File: src/rtl/alu_ctrl_pkg.sv
// alu_ctrl_pkg: op-code classes and sequencer state encoding shared by the ALU control block.
package alu_ctrl_pkg;

    localparam int OP_W = 5;

    localparam logic [OP_W-1:0] OP_NOT = 5'b00100;
    localparam logic [OP_W-1:0] OP_NEG = 5'b00101;
    localparam logic [OP_W-1:0] OP_MUL = 5'b01111;
    localparam logic [OP_W-1:0] OP_DIV = 5'b10000;

    localparam logic [2:0] ST_IDLE   = 3'd0;
    localparam logic [2:0] ST_LOAD_Y = 3'd1;
    localparam logic [2:0] ST_EXEC   = 3'd2;
    localparam logic [2:0] ST_WB_LO  = 3'd3;
    localparam logic [2:0] ST_WB_HI  = 3'd4;
    localparam logic [2:0] ST_DONE   = 3'd5;

    typedef enum logic [2:0] {
        IDLE   = ST_IDLE,
        LOAD_Y = ST_LOAD_Y,
        EXEC   = ST_EXEC,
        WB_LO  = ST_WB_LO,
        WB_HI  = ST_WB_HI,
        DONE   = ST_DONE
    } state_t;

    function automatic logic is_unary(input logic [OP_W-1:0] op);
        return (op == OP_NOT) || (op == OP_NEG);
    endfunction

    function automatic logic is_wide(input logic [OP_W-1:0] op);
        return (op == OP_MUL) || (op == OP_DIV);
    endfunction

endpackage

File: src/rtl/onehot_dec.sv
// onehot_dec: 4-bit index to N-wide one-hot select, all zeros when disabled.
module onehot_dec #(
    parameter int N = 16
) (
    input  logic [3:0]   idx,
    input  logic         en,
    output logic [N-1:0] onehot
);

    assign onehot = en ? (N'(1) << idx) : '0;

endmodule

File: src/rtl/alu_op_sequencer.sv
// alu_op_sequencer: Moore FSM stepping the datapath strobes for one register-to-register ALU instruction.
module alu_op_sequencer
    import alu_ctrl_pkg::*;
#(
    parameter int NREG = 16,
    parameter int OPW  = OP_W
) (
    input  logic            Clock,
    input  logic            clear,
    input  logic            start,
    input  logic [OPW-1:0]  opcode,
    input  logic [3:0]      ra,
    input  logic [3:0]      rb,
    input  logic [3:0]      rc,
    input  logic            hold,
    output logic            busy,
    output logic            done,
    output logic [OPW-1:0]  op,
    output logic [NREG-1:0] Rout,
    output logic [NREG-1:0] Rin,
    output logic            Yin,
    output logic            Zhighin,
    output logic            Zlowin,
    output logic            Zhighout,
    output logic            Zlowout,
    output logic            HIin,
    output logic            LOin
);

    state_t         state_q, state_d;
    logic [OPW-1:0] op_q, op_d;
    logic [3:0]     ra_q, ra_d, rb_q, rb_d, rc_q, rc_d;
    logic           unary, wide;

    assign unary = is_unary(OP_W'(op_q));
    assign wide  = is_wide(OP_W'(op_q));

    always_comb begin
        state_d = state_q;
        op_d    = op_q;
        ra_d    = ra_q;
        rb_d    = rb_q;
        rc_d    = rc_q;
        if (!hold) begin
            case (state_q)
                IDLE: if (start) begin
                    state_d = LOAD_Y;
                    op_d    = opcode;
                    ra_d    = ra;
                    rb_d    = rb;
                    rc_d    = rc;
                end
                LOAD_Y:  state_d = EXEC;
                EXEC:    state_d = WB_LO;
                WB_LO:   state_d = wide ? WB_HI : DONE;
                WB_HI:   state_d = DONE;
                DONE:    state_d = IDLE;
                default: state_d = IDLE;
            endcase
        end
    end

    always_ff @(posedge Clock) begin
        if (clear) begin
            state_q <= IDLE;
            op_q    <= '0;
            ra_q    <= '0;
            rb_q    <= '0;
            rc_q    <= '0;
        end else begin
            state_q <= state_d;
            op_q    <= op_d;
            ra_q    <= ra_d;
            rb_q    <= rb_d;
            rc_q    <= rc_d;
        end
    end

    // Outputs decode only registered state and latched fields, so hold freezes them for free.
    assign busy     = state_q != IDLE;
    assign done     = state_q == DONE;
    assign op       = busy ? op_q : '0;
    assign Yin      = state_q == LOAD_Y;
    assign Zlowin   = state_q == EXEC;
    assign Zhighin  = (state_q == EXEC) && wide;
    assign Zlowout  = state_q == WB_LO;
    assign LOin     = (state_q == WB_LO) && wide;
    assign Zhighout = state_q == WB_HI;
    assign HIin     = state_q == WB_HI;

    onehot_dec #(.N(NREG)) u_rout_dec (
        .idx    (state_q == LOAD_Y ? rb_q : rc_q),
        .en     ((state_q == LOAD_Y) || ((state_q == EXEC) && !unary)),
        .onehot (Rout)
    );

    onehot_dec #(.N(NREG)) u_rin_dec (
        .idx    (ra_q),
        .en     ((state_q == WB_LO) && !wide),
        .onehot (Rin)
    );

endmodule

File: config.mk
export PLATFORM = sky130hd
export DESIGN_NAME = alu_op_sequencer
export DESIGN_NICKNAME = d
export VERILOG_FILES = /design/src/rtl/alu_ctrl_pkg.sv /design/src/rtl/onehot_dec.sv /design/src/rtl/alu_op_sequencer.sv
export SDC_FILE = /design/constraint.sdc
export NUM_CORES = 1
export LEC_CHECK = 0
export BUFFER_PORTS_ARGS = -buffer_cell sky130_fd_sc_hd__buf_2
export CAP_MARGIN = 5
export CELL_PAD_IN_SITES_DETAIL_PLACEMENT = 0
export CELL_PAD_IN_SITES_GLOBAL_PLACEMENT = 1
export CORE_MARGIN = 10
export CORE_UTILIZATION = 30
export CTS_CLUSTER_SIZE = 12
export DETAILED_ROUTE_END_ITERATION = 8
export GPL_TIMING_DRIVEN = 0
export PLACE_DENSITY = 0.75
export SYNTH_ARGS = -nofsm -noshare
export SYNTH_HDL_FRONTEND = slang
export SYNTH_HIERARCHICAL = 1
export SYNTH_SLANG_ARGS = --single-unit
File: constraint.sdc
create_clock -name Clock -period 2.75 [get_ports Clock]
set_clock_uncertainty 0.2 [all_clocks]
set_input_delay 0.55 -clock Clock [delete_from_list [all_inputs] [get_ports Clock]]
set_output_delay 0.55 -clock Clock [all_outputs]
set_load 0.03 [all_outputs]
Yosys cells after proc, flatten, opt, wreduce, memory -nomap -nowiden
Index checks and enable logic that the tools add are counted.
{"block": "word_totals", "reg_bits": 20, "out_inout_bits": 46, "in_bits": 21, "word_cells": 38}
{"block": "op_classes", "bitwise": 1, "n_reduce_logical": 13, "n_shift": 2, "mux": 7, "eq_ne": 10}
{"operator": "two-way mux 16 bit", "count": 2}
{"operator": "left shift 1 x 4 -> 16 bit (first input constant)", "count": 2}
{"operator": "case mux 3 bit (5 select lines)", "count": 1}
{"operator": "equality test 5 x 3 -> 1 bit (second input constant)", "count": 2}
{"operator": "equality test 3 x 2 -> 1 bit (second input constant)", "count": 2}
{"operator": "equality test 3 bit (second input constant)", "count": 2}
{"operator": "equality test 5 x 4 -> 1 bit (second input constant)", "count": 1}
{"operator": "equality test 5 bit (second input constant)", "count": 1}
{"operator": "two-way mux 5 bit", "count": 1}
{"operator": "logical AND 1 bit", "count": 4}
{"operator": "two-way mux 4 bit", "count": 1}
{"operator": "equality test 3 x 1 -> 1 bit (second input constant)", "count": 1}
{"operator": "zero test 3 bit", "count": 1}
{"operator": "logical OR 1 bit", "count": 3}
{"operator": "two-way mux 3 bit", "count": 1}
{"operator": "AND reduction 3 bit", "count": 1}
{"operator": "nonzero test 3 bit", "count": 1}
{"operator": "zero test 1 bit", "count": 2}
{"operator": "!= test 2 bit (second input constant)", "count": 1}
{"operator": "AND reduction 2 bit", "count": 1}
{"operator": "two-way mux 1 bit", "count": 1}
{"operator": "inverter 1 bit", "count": 1}

Depth between registers and ports, before layout
{"block": "logic_depth", "word_depth": 6, "ltp_mapped": 7, "depth_no_buf": 5}

Modules after synthesis
The synthesis kept the hierarchy.
{"module": "alu_op_sequencer", "cells_per_inst": 127, "seq_area_each_um2": 400.4, "area_per_inst_um2": 1056.0, "instances": 1}
{"module": "onehot_dec", "cells_per_inst": 23, "seq_area_each_um2": 0.0, "area_per_inst_um2": 120.1, "instances": 2}

Worst setup path after synthesis
Ideal clock, no wire load.
{"block": "synth_timing", "kind": "flip-flop to output port", "from": "reg state_q[2]", "to": "out Rout[4]", "arrival_time_ns": 2.149, "slack_ns": -0.149, "stages_incl_launch_ff": 8, "required_time_ns": 2.000, "n_path_buf": 2, "path_cell_list": "dfxtp_1 -> buf_4 -> nor2_1 -> and2_1 -> buf_2 -> mux2_2 -> nand3b_1 -> nor3_1"}
{"block": "synth_via", "elab_chain_len": 4, "elab_cells_between_ends": 7, "classes_between": "eq/ne: 2; shift: 1; mux: 2; reduce/logical: 2"}
{"element": "start, declared", "line": "alu_op_sequencer.sv:30", "rtl": "state_t state_q, state_d;"}
{"element": "start signal, assigned", "line": "alu_op_sequencer.sv:71", "rtl": "state_q <= state_d;"}
{"element": "equality test 3 x 1 -> 1 bit (*)"}
{"element": "named net Yin", "line": "alu_op_sequencer.sv:21", "rtl": "output logic Yin,"}
{"element": "two-way mux 4 bit", "line": "alu_op_sequencer.sv:92", "rtl": ".idx (state_q == LOAD_Y ? rb_q : rc_q),"}
{"element": "left shift 1 x 4 -> 16 bit", "line": "onehot_dec.sv:10", "rtl": "assign onehot = en ? (N'(1) << idx) : '0;"}
{"element": "two-way mux 16 bit (*)", "line": "onehot_dec.sv:10"}
{"element": "end, declared", "line": "alu_op_sequencer.sv:19", "rtl": "output logic [NREG-1:0] Rout,"}
Mark *: on every way through the listed nets, which the timed path passes. The rest lies on a longest branch.

Worst setup path in the final report
{"block": "layout_timing", "from": "reg state_q[2]", "to": "out Rout[0]"}
{"block": "layout_via", "elab_chain_len": 4, "elab_cells_between_ends": 7, "classes_between": "eq/ne: 2; shift: 1; mux: 2; reduce/logical: 2"}
{"element": "equality test 3 x 1 -> 1 bit / equality test 3 x 2 -> 1 bit (equally long branches)", "line": "alu_op_sequencer.sv:92, alu_op_sequencer.sv:93"}
{"element": "two-way mux 4 bit / logical AND 1 bit (equally long branches)", "line": "alu_op_sequencer.sv:92, alu_op_sequencer.sv:93"}
{"element": "left shift 1 x 4 -> 16 bit / logical OR 1 bit (equally long branches)", "line": "onehot_dec.sv:10, alu_op_sequencer.sv:93"}
{"element": "two-way mux 16 bit (*)", "line": "onehot_dec.sv:10"}
Mark *: on every way between the ends. The rest lies on a longest branch, timed or not.

==> impl_metrics.py <==
metrics = {
    "placement": {
        "place_hpwl_mm": 3.07,
        "placed_cell_area_sq_mm": 0.00170,
        "gp_congestion": 0.773,
        "io_buffers": 66,
    },
    "power": {
        "p_int_uw": 589,
        "power_switching_uw": 226,
        "power.total_uw": 815,
        "max-vdd-ir-drop_mv": 0.243,
        "clkPwrFrac_pct": 36.2,
        "seqPwrFrac_pct": 39.0,
        "comb_power_share_pct": 24.8,
        "leakagePower_nw": 0.933,
        "power.density_mw_per_mm2": 405,
        "p_sw_share_pct": 27.7,
    },
    "die": {
        "die_w_um": 85.7,
        "die_h_um": 85.7,
        "start_util_pct": 31.7,
        "die_area_sq_mm": 0.00735,
        "coreArea_sq_mm": 0.00409,
        "row_count": 23,
        "io_pins": 67,
    },
    "setup_path": {
        "r2r-start": "state_q[1]",
        "endpoint_kind": "output port",
        "crit_path_end": "Rout[0]",
        "ff2ff_setup_slack_ps": 870,
        "setup.worst_path.start": "state_q[2]",
        "critPathLaunchType": "register",
        "reg2reg_depth": 6,
        "max_stage_delay_ps": 470,
        "crit_arrival_ps": 2010,
        "cp_cell_sequence": "nor2_4 > and2_4 > mux2_4 > or3b_4 > nor3_4 > buf_6",
        "cpMaxStageDelayCell": "or3b_4",
        "path_max_fanout": 4,
        "r2r-end": "op_q[0]",
        "crit_required_ps": 2000,
        "worst-setup-path-type": "reg2out",
    },
    "grt": {
        "grt_pass1_wl_mm": 6.69,
        "grt_use_total_pct": 10.8,
        "antenna_found_initial": 0,
        "grt_pass1_vias": 1403,
        "grt_max_degree": 13,
        "grt_overflow": 0,
    },
    "cells_and_area": {
        "antennaDiodeCount": 0,
        "syn2layout_area_growth_pct": 55.3,
        "ff_latch_area_sq_um": 407,
        "fillers": 425,
        "design_area_sq_mm": 0.00201,
        "drive_above_1_share_pct": 54.5,
        "nets": 275,
        "multi_input_area_sq_um": 908,
    },
    "route": {
        "drtPass1Iterations": 4,
        "avgRoutedWirePerCell_um": 13.8,
        "drt-initial-drc-count": 116,
        "via_count": 1392,
        "drtAntennaViolNets": 0,
        "drc_errors": 0,
        "wl_mm": 4.17,
        "viasPerCell": 4.59,
    },
    "timing": {
        "setup_ws_ps": -5.57,
        "rsz0062_at_grt": "yes",
        "layout_min_cycle_time_ps": 2760,
        "hold_ws_ps": 263,
        "relSlewSlack_pct": 66.1,
        "drv_slew": 0,
        "finalSetupViolCount": 1,
        "clock.fmax_mhz": 363,
        "tightest_slew_ps": 508,
        "hold_viol_final": 0,
        "fin_crit_sh_pct": 100,
    },
    "logic_synthesis": {
        "synth_ff_type": "dfxtp_1",
        "synth_xor_area_share_pct": 0,
        "synth_warnings": 6,
        "synthMuxAreaShare_pct": 4.25,
        "synthSimpleGateAreaFrac_pct": 44.7,
        "netlist_area_sq_mm": 0.00130,
        "synth_seq_area_share_pct": 30.9,
        "synth_nets": 194,
        "synth_edf_count": 0,
        "syn_avg_cell_area_sq_um": 7.49,
        "ys_seq_elements": 20,
        "yosysUniqueCellTypes": 34,
        "syn_inst": 173,
        "synth_adder_area_share_pct": 0,
        "synth_top_family_by_area": "simple AND/OR/NAND/NOR gates",
        "synth_compound_area_share_pct": 12.8,
        "synthArstFlopShare_pct": 0,
    },
    "clocking": {
        "cts_num_sinks": 20,
        "cts_buffers": 3,
        "cts_buffer_depth": 2,
        "clk_latency_ps": 250,
        "root_buffer": "clkbuf_8",
        "cts_max_level": 1,
        "clk_pin_slew_ps": 80,
        "cts_tree": "built",
    },
    "run": {
        "max_cap_viol_count": 0,
    },
    "status": {
        "violations": "setup timing",
        "status": "complete, but fails checks",
    },
    "worst_hold_path": {
        "worstHoldPathType": "reg2reg",
    },
}
## layout make-up
type	count	area share [%]
flip-flops and latches	20	20.2
clock inverters	1	1.49
clock buffers	3	2.05
well taps	50	3.11
plain buffers	7	3.11
inverters	4	0.746
multi-input cells	139	45.1
repair buffers	79	24.2
## stage by stage
stage | setup TNS, ps | setup WS (ps) | cells | utilization (%)
2_1_floorplan | -299 | -105 | 173 | -
3_3_place_gp | -23.7 | -23.7 | 289 | 41.7
3_5_place_dp | -40.1 | -40.1 | 289 | 41.7
4_1_cts | -340 | -139 | 297 | 46.9
5_1_grt | -490 | -87.7 | 303 | 49.3
6_report | -5.57 | -5.57 | 303 | 49.3
## placed cells by master (no fill, tap or decap), types with 4 or more instances in the layout
master / synthesis / final
buf_2: 3 / 51
nand2_1: 30 / 29
buf_4: 2 / 25
nor2_1: 28 / 24
dfxtp_1: 20 / 17
nand2_2: 10 / 11
a21oi_2: 10 / 10
a21oi_1: 10 / 10
buf_6: 2 / 7
inv_1: 4 / 4
and2b_1: 4 / 4
mux2_4: 0 / 4
nor3_1: 7 / 4
nand3b_1: 4 / 4
nor3_2: 2 / 4
## critical path: cells and delay by family, from the launching register on
family	cells	cell delay (ps)
muxes	1	320
DFF	1	360
and+or+nand+nor	4	910
buffers and inverters	1	150
## flip-flops by register name, summed over array words and instances, names as in the netlist
register,flops
op_q,5
ra_q,4
rb_q,4
rc_q,4
state_q,3
## power by group through the flow
stage	clock, mW	sequential [mW]	combinational, mW
2_1_floorplan	0	0.320	0.119
5_1_grt	0.310	0.320	0.221
6_report	0.295	0.318	0.202
3_3_place_gp	0	0.323	0.164
4_1_cts	0.297	0.317	0.187
3_5_place_dp	0	0.323	0.165
## what timing repair did
item | 4_1_cts | 5_1_grt
setup endpoints to repair | 29 | 19
setup buffers | 4 | 9
hold buffers | 0 | 0
gates resized for setup | 32 | 25
pin swaps | 4 | 5
## how the worst min path moves through the flow
stage	start	end	slack, ps	cells past startpoint
final	rb_q[2]	rb_q[2]	260	2
after floorplan	rb_q[0]	rb_q[0]	230	2
after CTS	rc_q[2]	rc_q[2]	260	2
after global placement	rc_q[2]	rc_q[2]	240	2
after detailed placement	rc_q[2]	rc_q[2]	250	2
after global routing	rc_q[2]	rc_q[2]	270	2
## layer usage
layer	part of all wire [%]	global-route usage, %	vias up
met5	0	0	-
met4	0.41	2.69	0
met3	8.9	4.54	2
met2	44	16.7	48
met1	47	13.3	613
li1	-	-	729
## kinds of logic after synthesis
group | after synthesis
AND/OR/NAND/NOR | 109
flip-flops | 20
AO/OA/AOI/OAI | 25
multiplexers | 5
buffers and inverters | 14
## synthesized netlist by cell type, types with 5 or more instances
cell type	number	area share [%]
nand2_1	30	8.7
nand2_2	10	4.8
nand2b_1	5	2.4
nor3_1	7	2.7
nor2_1	28	8.1
a21oi_1	10	3.9
dfxtp_1	20	31
a21oi_2	10	6.8
No activity file was read; power rests on OpenSTA's default activity.
